<file path="src/rtl/video_timing_detector.sv">
// Receive-side video timing monitor. Measures line/frame geometry from the
// sync and DE stream, compares it with the expected timing, and reports
// lock, sticky mismatch flags and a per-frame pixel checksum.
module video_timing_detector #(
   parameter logic        VSYNC_POL = 1'b0,
   parameter logic        HSYNC_POL = 1'b0,
   parameter int unsigned WIDTH     = 10,
   parameter int unsigned CNT_W     = 12,
   parameter int unsigned EXP_HTOT  = 15,
   parameter int unsigned EXP_HACT  = 10,
   parameter int unsigned EXP_VTOT  = 7,
   parameter int unsigned EXP_VACT  = 4
) (
   input  logic             pclk,
   input  logic             rstn,
   input  logic             i_en,
   input  logic             i_clr_err,
   input  logic             i_vsync,
   input  logic             i_hsync,
   input  logic             i_de,
   input  logic [WIDTH-1:0] i_r,
   input  logic [WIDTH-1:0] i_g,
   input  logic [WIDTH-1:0] i_b,
   output logic [CNT_W-1:0] o_htot,
   output logic [CNT_W-1:0] o_hact,
   output logic [CNT_W-1:0] o_vtot,
   output logic [CNT_W-1:0] o_vact,
   output logic [31:0]      o_checksum,
   output logic [15:0]      o_frame_cnt,
   output logic             o_frame_done,
   output logic             o_locked,
   output logic [3:0]       o_err
);

   typedef enum logic [1:0] {SEARCH, MEASURE, LOCKED} state_t;

   localparam logic [CNT_W-1:0] CNT_MAX = '1;
   localparam logic [CNT_W-1:0] HTOT_E  = CNT_W'(EXP_HTOT);
   localparam logic [CNT_W-1:0] HACT_E  = CNT_W'(EXP_HACT);
   localparam logic [CNT_W-1:0] VTOT_E  = CNT_W'(EXP_VTOT);
   localparam logic [CNT_W-1:0] VACT_E  = CNT_W'(EXP_VACT);

   state_t           state;
   logic             vs, hs, vs_q, hs_q, vs_edge, hs_edge;
   logic [CNT_W-1:0] hcnt, line_htot, hact_cnt, last_hact, vcnt, vact_cnt;
   logic             hact_bad;
   logic [31:0]      sum, pix;
   logic             line_active, rep_hbad, report;
   logic [CNT_W-1:0] rep_htot, rep_hact, rep_vact;
   logic [3:0]       mism;

   function automatic logic [CNT_W-1:0] sat_inc(input logic [CNT_W-1:0] v);
      return (v == CNT_MAX) ? v : v + CNT_W'(1);
   endfunction

   // A saturated counter never counts as a match.
   function automatic logic miss(input logic [CNT_W-1:0] v, input logic [CNT_W-1:0] e);
      return (v != e) || (v == CNT_MAX);
   endfunction

   assign vs      = i_vsync ^ VSYNC_POL;
   assign hs      = i_hsync ^ HSYNC_POL;
   assign vs_edge = vs & ~vs_q;
   assign hs_edge = hs & ~hs_q;
   assign pix     = 32'({i_r, i_g, i_b});

   // Frame-close view: folds in the line that closes in the vsync-edge cycle.
   always_comb begin
      line_active = (hact_cnt != '0);
      rep_htot    = hs_edge ? hcnt : line_htot;
      rep_hact    = line_active ? hact_cnt : last_hact;
      rep_vact    = line_active ? sat_inc(vact_cnt) : vact_cnt;
      rep_hbad    = hact_bad | (line_active & miss(hact_cnt, HACT_E));
      mism        = {miss(rep_vact, VACT_E), miss(vcnt, VTOT_E), rep_hbad, miss(rep_htot, HTOT_E)};
      report      = i_en & vs_edge & (state != SEARCH);
   end

   // Sync edge registers and per-line / per-frame measurement counters.
   always_ff @(posedge pclk or negedge rstn) begin
      if (!rstn) begin
         vs_q      <= 1'b0;
         hs_q      <= 1'b0;
         hcnt      <= '0;
         line_htot <= '0;
         hact_cnt  <= '0;
         last_hact <= '0;
         vcnt      <= '0;
         vact_cnt  <= '0;
         hact_bad  <= 1'b0;
         sum       <= '0;
      end else begin
         vs_q <= vs;
         hs_q <= hs;
         if (!i_en) begin
            hcnt      <= '0;
            line_htot <= '0;
            hact_cnt  <= '0;
            last_hact <= '0;
            vcnt      <= '0;
            vact_cnt  <= '0;
            hact_bad  <= 1'b0;
            sum       <= '0;
         end else begin
            // The edge cycle is the first cycle of the new line.
            hcnt <= hs_edge ? CNT_W'(1) : sat_inc(hcnt);
            if (hs_edge)
               line_htot <= hcnt;
            if (vs_edge | hs_edge) begin
               hact_cnt <= i_de ? CNT_W'(1) : '0;
               if (line_active)
                  last_hact <= hact_cnt;
            end else if (i_de) begin
               hact_cnt <= sat_inc(hact_cnt);
            end
            if (vs_edge) begin
               vcnt     <= hs_edge ? CNT_W'(1) : '0;
               vact_cnt <= '0;
               hact_bad <= 1'b0;
               sum      <= i_de ? pix : '0;
            end else begin
               if (hs_edge) begin
                  vcnt     <= sat_inc(vcnt);
                  vact_cnt <= rep_vact;
                  hact_bad <= rep_hbad;
               end
               if (i_de)
                  sum <= sum + pix;
            end
         end
      end
   end

   // Lock FSM with registered reporting outputs and sticky error flags.
   always_ff @(posedge pclk or negedge rstn) begin
      if (!rstn) begin
         state        <= SEARCH;
         o_htot       <= '0;
         o_hact       <= '0;
         o_vtot       <= '0;
         o_vact       <= '0;
         o_checksum   <= '0;
         o_frame_cnt  <= '0;
         o_frame_done <= 1'b0;
         o_locked     <= 1'b0;
         o_err        <= '0;
      end else begin
         o_frame_done <= report;
         o_err        <= (i_clr_err ? 4'b0000 : o_err) | (report ? mism : 4'b0000);
         if (!i_en) begin
            state    <= SEARCH;
            o_locked <= 1'b0;
         end else if (vs_edge) begin
            if (state == SEARCH) begin
               state <= MEASURE;
            end else begin
               o_htot      <= rep_htot;
               o_hact      <= rep_hact;
               o_vtot      <= vcnt;
               o_vact      <= rep_vact;
               o_checksum  <= sum;
               o_frame_cnt <= o_frame_cnt + 16'd1;
               o_locked    <= (mism == 4'b0000);
               state       <= (mism == 4'b0000) ? LOCKED : MEASURE;
            end
         end
      end
   end

endmodule

</file>
<file path="config.mk">
export PLATFORM = sky130hd
export DESIGN_NAME = video_timing_detector
export DESIGN_NICKNAME = d
export VERILOG_FILES = /design/src/rtl/video_timing_detector.sv
export SDC_FILE = /design/constraint.sdc
export NUM_CORES = 1
export LEC_CHECK = 0
export BUFFER_PORTS_ARGS = -buffer_cell sky130_fd_sc_hd__buf_4
export CORE_ASPECT_RATIO = 1.75
export CORE_MARGIN = 2
export CORE_UTILIZATION = 59
export CTS_CLUSTER_DIAMETER = 100
export DETAILED_ROUTE_END_ITERATION = 10
export GPL_TIMING_DRIVEN = 0
export MAX_ROUTING_LAYER = met4
export PLACE_DENSITY = 0.81
export SYNTH_ARGS = -nofsm -noshare
export SYNTH_HDL_FRONTEND = slang
export SYNTH_SLANG_ARGS = --single-unit
export TNS_END_PERCENT = 10
</file>
<file path="constraint.sdc">
create_clock -name pclk -period 3.32 [get_ports pclk]
set_input_delay 0.332 -clock pclk [delete_from_list [all_inputs] [get_ports pclk]]
set_output_delay 0.332 -clock pclk [all_outputs]
set_load 0.05 [all_outputs]
</file>
==> results.ini, run 1 <==
[critical_path]
r2r_cells=10
critPathRequiredTime_ns=3.72
cp.arrival_ns=3.48
start_kind=flop
path_class=flop to flop
cp-end-kind=flop
path_max_fanout=4

[global_routing]
grt_overflow=0
grt_pass1_wl_mm=50.88
antenna_found_initial=0
grt_start_max_net_pins=115
grt_pass1_vias=10037
grt_util_all_layers=0.3317

[logic_synthesis]
synth-edff-count=0
ys_ff_latch=211
syn_inst=1247
synthArstFlopShare=1.000
synth_area_per_cell_um2=8.948
synthDistinctLibCells=67
synth_ff_type=dfrtp_1
synthesis.nets=1322
synth_area_mm2=0.01116
ys_warn_count=0
yosysSeqAreaShare=0.4732

[timing]
clock_skew_ns=0.01560
fmax_mhz=324.8
rsz0062_at_grt=false
fin_crit_sh=0.9275
setup_ws_ns=0.2409
worstMarginPinSlew_ns=0.8504
hold-worst-slack_ns=0.05236
setup_violations=0
final-hold-violation-count=0
period_minus_slack_ns=3.079
slew_viol_final=0
slew_headroom=0.4287

[detailed_routing]
vias=9955
wire_per_inst_um=19.16
via_per_inst=5.990
drtIter0Drc=578
antenna_left=0
drtPass1Iterations=5
drc=0
totalWireLength_mm=31.84

[floorplanning]
io_pins=139
coreArea_mm2=0.01858
die_h_um=185.9
initial_core_util=0.6005
dieArea_mm2=0.02007
rows=66
die_x_um=108.0

[cts]
cts_tree=built
cts_setup_buffers=0
clk_path_buf_depth=3
clkSinkCount=211
cts_made_buffers=20
cts_root_buffer=clkbuf_16
clk_pin_slew_ns=0.07
htree_num_levels=1
clk_latency_ns=0.50

[outcome]
outcome=finished clean

[finish]
layout_commonest_cell=nand2_1
design_area_mm2=0.01320
nets=1486
diodes=0
most-common-layout-cells=nand2_1 (242), dfrtp_1 (211), nor2_1 (145)
drive_above_1_share=0.1482
area_growth_pct=18.33
final-instance-count-excl-fill=1662
fillers=1505

[pwr]
p_per_area_mw_per_mm2=530.9
ir_drop_uv=490.8
p_leak_nw=6.256

[placed_design]
io_buffer_count=138
dpl.hpwl_mm=23.76
dpl-instance-area_mm2=0.01253
gp_congestion=0.9337
post-place-cells=1624
dp_slack_ns=-0.1342

[hold_path]
hold_depth=2
hp-class=input pin to flop

[job]
maxCapViolCount=0

## cell families (layout without fill, tap and decap cells)
group	count (synthesis)	count (layout)	share of synthesized area
flip-flops	211	211	0.4732
multiplexers	24	24	0.02153
AND/OR/NAND/NOR	550	550	0.2225
adder cells (fa/ha/maj)	38	38	0.04328
XOR/XNOR	71	71	0.05573
buffers and inverters	98	275	0.03745
AO/OA/AOI/OAI	255	255	0.1463
## what timing repair did
item                                    CTS  global route
endpoints found under the setup margin    1             1
hold endpoints to repair                 99             0
resized for setup                         1             2
hold buffers                              3             0
## synthesized netlist by cell type (8+ instances only)
cell type    n  area [µm²]
nor4_1      13       81.33
nand4_1     31       193.9
buf_2       13       65.06
inv_1       21       78.83
dfrtp_1    211        5280
a31oi_1     17       106.4
nand2_1    242       908.4
clkbuf_1    45       168.9
nor3_1      23       115.1
nand3_1     38       190.2
a311oi_1     9       78.83
nand3b_1     8       60.06
nor2_1     145       544.3
buf_1       11       41.29
o22ai_1      8       50.05
a21oi_1     97       485.5
o211ai_1    13       97.59
a22o_1      12       105.1
mux2i_1     24       240.2
ha_1        37       462.9
xnor2_1     42       367.9
o21ai_0     42       210.2
and3_1       8       50.05
xor2_1      29       254.0
## routing by layer
layer / wire (µm) / GRT usage
met1: 11360 / 0.3422
met2: 17370 / 0.6201
met3: 1553 / 0.03922
met4: 1556 / 0.1487
met5: 0 / -
## layout make-up
class	instances	area, µm²	area share
sequential	211	5280	0.3999
timing repair buffer	142	1101	0.08339
clock buffer	26	574.3	0.04349
clock inverter	9	55.05	0.004169
tap	238	297.8	0.02255
buffer	75	331.6	0.02511
multi-input combinational	938	5478	0.4149
inverter	23	86.33	0.006538
## metrics by stage
step,utilization,TNS [ns],power (W)
after detailed placement,0.6742,-0.1342,0.004802
after global placement,0.6723,-0.04829,0.004766
after CTS,0.7101,0,0.007025
after global routing,0.7106,0,0.007296
final,0.7106,0,0.007010
after floorplan,-,0,0.004192
## power breakdown
| group | switching [W] | internal, W | total (W) |
|---|---|---|---|
| clock | 0.00101 | 0.00123 | 0.00224 |
| sequential | 0.000161 | 0.00277 | 0.00294 |
| combinational | 0.00126 | 0.000583 | 0.00184 |
## critical path, cell delays in order (launching register included)
cell	delay (ns)
dfrtp_1	0.41
ha_1	0.22
fa_1	0.45
a211oi_1	0.30
o21ai_0	0.18
nand4_1	0.17
a31oi_2	0.21
o41ai_2	0.50
xnor2_1	0.18
nand2_1	0.07
a311oi_1	0.28
## flip-flops by register name, summed over array words and instances (netlist names), 2 cells and up
register / cells
o_checksum: 32
hact_cnt: 12
vcnt: 12
o_hact: 12
hcnt: 12
o_err: 4
sum: 32
o_vact: 12
state: 2
o_htot: 12
line_htot: 12
vact_cnt: 12
last_hact: 12
o_vtot: 12
o_frame_cnt: 16
## worst paths after layout
kind,startpoint,end,slack [ns]
setup reg to reg,sum[0],sum[16],0.24
hold / removal,i_clr_err,o_err[2],0.05
max in group asynchronous,rstn,o_htot[3],1.82
hold reg to reg,o_checksum[21],o_checksum[21],0.47
setup / recovery,sum[0],sum[16],0.24
min in group asynchronous,rstn,last_hact[8],0.47
(Power assumes the default switching activity.)
==> run 2, diff against run 1 <==
- PLACE_DENSITY: 0.81 -> 0.9
==> run 2 against run 1 <==
  * Core utilization grew 0.074 points
  * Via count grew 3.4%
  * Clock skew grew 0.0043 ns
  * Worst hold slack lost 0.0026 ns
  * Critical path type unchanged
  * Highest routed layer unchanged
==> results.ini, run 2 (synthesized netlist as in run 1, its figures left out) <==
[critical_path]
critPathRequiredTime_ns=3.72  ; about the same
path_class=flop to flop
cp.arrival_ns=3.67  ; +0.19 ns
start_kind=flop
path_max_fanout=4  ; unchanged
crit_chain=ha_1, fa_1, a211oi_1, o21ai_0, nand4_1, a31oi_1, nand2_1, a2111oi_2, nor4_1, o32ai_1
slowest_stage=a31oi_1
cp-end-kind=flop
cpPeakStageDelay_ns=0.69  ; +0.19 ns

[finish]
post-route-util=0.7114  ; +0.0007400
diodes=0  ; unchanged
drive_above_1_share=0.1461  ; -0.002107
most-common-layout-cells=nand2_1 (242), dfrtp_1 (211), nor2_1 (145)
layout_commonest_cell=nand2_1
reg.largest.list=o_checksum (32), sum (32), o_frame_cnt (16)
final-instance-count-excl-fill=1662  ; unchanged
nets=1487  ; +0.067%
area_growth_pct=18.46

[detailed_routing]
wl_met3_mm=1.913  ; +23%
wl_met1_mm=11.29  ; -0.55%
vias=10289  ; +3.4%
drtIter0Drc=864  ; +49%
totalWireLength_mm=33.06  ; +3.8%
drtPass1Iterations=6  ; +1
drc=0  ; unchanged
top_layer_used=met4
wire_per_inst_um=19.89  ; +3.8%
route.met2.wl_mm=17.70  ; +1.9%
antenna_left=0  ; unchanged
via_per_inst=6.191  ; +3.4%

[timing]
fmax_mhz=305.6  ; -5.9%
setup_violations=0  ; unchanged
hold-worst-slack_ns=0.04973  ; -0.002621 ns
worstMarginPinSlew_ns=0.8641  ; +0.01367 ns
final-hold-violation-count=0  ; unchanged
clock_skew_ns=0.01988  ; +0.004273 ns
slew_viol_final=0  ; unchanged
setup_tns_ns=0  ; unchanged
period_minus_slack_ns=3.272  ; +0.1930 ns
fin_crit_sh=0.9856  ; +0.05814
rsz0062_at_grt=false
slew_headroom=0.4240  ; -0.004751

[cts]
clk_latency_ns=0.50  ; about the same
clk_pin_slew_ns=0.07  ; about the same
cts_root_buffer=clkbuf_16
htree_num_levels=1  ; unchanged
cts_setup_buffers=0  ; unchanged
cts_made_buffers=21  ; +5.0%
clkSinkCount=211  ; unchanged
cts_tree=built
clk_path_buf_depth=3  ; unchanged

[global_routing]
grt_overflow=0  ; unchanged
grt_start_max_net_pins=110  ; -4.3%
grt_pass1_wl_mm=52.66  ; +3.5%
grt_pass1_vias=10486  ; +4.5%
grt_util_all_layers=0.3443  ; +0.01264
antenna_found_initial=0  ; unchanged

[placed_design]
post-place-cells=1624  ; unchanged
dpl.hpwl_mm=24.02  ; +1.1%
io_buffer_count=138  ; unchanged
gp_congestion=0.9601  ; +2.8%

[pwr]
p_leak_nw=6.263  ; +0.11%
ir_drop_uv=418.1  ; -15%
p_per_area_mw_per_mm2=535.1  ; +0.80%
finalPower_w=0.007073  ; +0.90%

[floorplanning]
die_h_um=185.9  ; unchanged
initial_core_util=0.6005  ; unchanged
die_x_um=108.0  ; unchanged
rows=66  ; unchanged
io_pins=139  ; unchanged
dieArea_mm2=0.02007  ; unchanged
coreArea_mm2=0.01858  ; unchanged

[job]
maxCapViolCount=0  ; unchanged

[hold_path]
hp-class=input pin to flop

[outcome]
outcome=finished clean

## run 2: cell types whose count changed in the layout (fill, tap and decap cells not counted), sizes merged
cell,change
clkinvlp,-1
clkbuf,+4
clkinv,-2
inv,-1
## run 2: critical path, delay by kind of cell (launching register included)
kind | cells | cell delay [ns]
adders and majority gates | 2 | 0.50
AOI/OAI and AO/OA | 5 | 1.84
and+or+nand+nor | 3 | 0.43
DFF | 1 | 0.39
## run 2: area by class of cell
type / count / area [µm²]
clock inverters: 5 / 40.04
multi-input cells: 938 / 5472
well taps: 238 / 297.8
clock buffers: 30 / 609.3
fillers: 1427 / 5363
repair buffers: 142 / 1101
plain buffers: 75 / 331.6
flip-flops and latches: 211 / 5280
inverters: 23 / 86.33
## run 2: final timing paths
path	from	end	slack (ns)	depth (start not counted)
setup / recovery	sum[0]	sum[28]	0.05	10
hold / removal	i_clr_err	o_err[1]	0.05	2
setup reg to reg	sum[0]	sum[28]	0.05	10
hold reg to reg	o_vtot[3]	o_vtot[3]	0.48	2
max in group asynchronous	rstn	o_checksum[6]	1.81	3
min in group asynchronous	rstn	o_hact[7]	0.48	2
## run 2: repair_timing
item                                    4_1_cts  5_1_grt
endpoints found under the hold margin       104        0
pin swaps                                     0        0
endpoints found under the setup margin        1        1
hold buffers                                  3        0
resized for setup                             1        1
## run 2: through the flow
step	setup WS [ns]	cell area, µm²
6_report	0.04785	13220
5_1_grt	0.01551	13220
4_1_cts	0.2098	13210
3_5_place_dp	-0.1147	12530
3_3_place_gp	-0.07945	12490
2_1_floorplan	0.7048	11160
## run 2: report_power, final
part           leakage, nW  switching, W  total [W]  internal (W)
Clock                0.322       0.00100    0.00228       0.00128
Combinational         3.11       0.00126    0.00185      0.000584
Sequential            2.83      0.000170    0.00294       0.00277
Total                 6.26       0.00244    0.00707       0.00464
## run 2: per-layer routing
metal / global-route usage / up-vias
met4: 0.1974 / 0
met5: - / -
met2: 0.6264 / 440
met1: 0.3539 / 5018
li1: - / 4668
met3: 0.03746 / 163
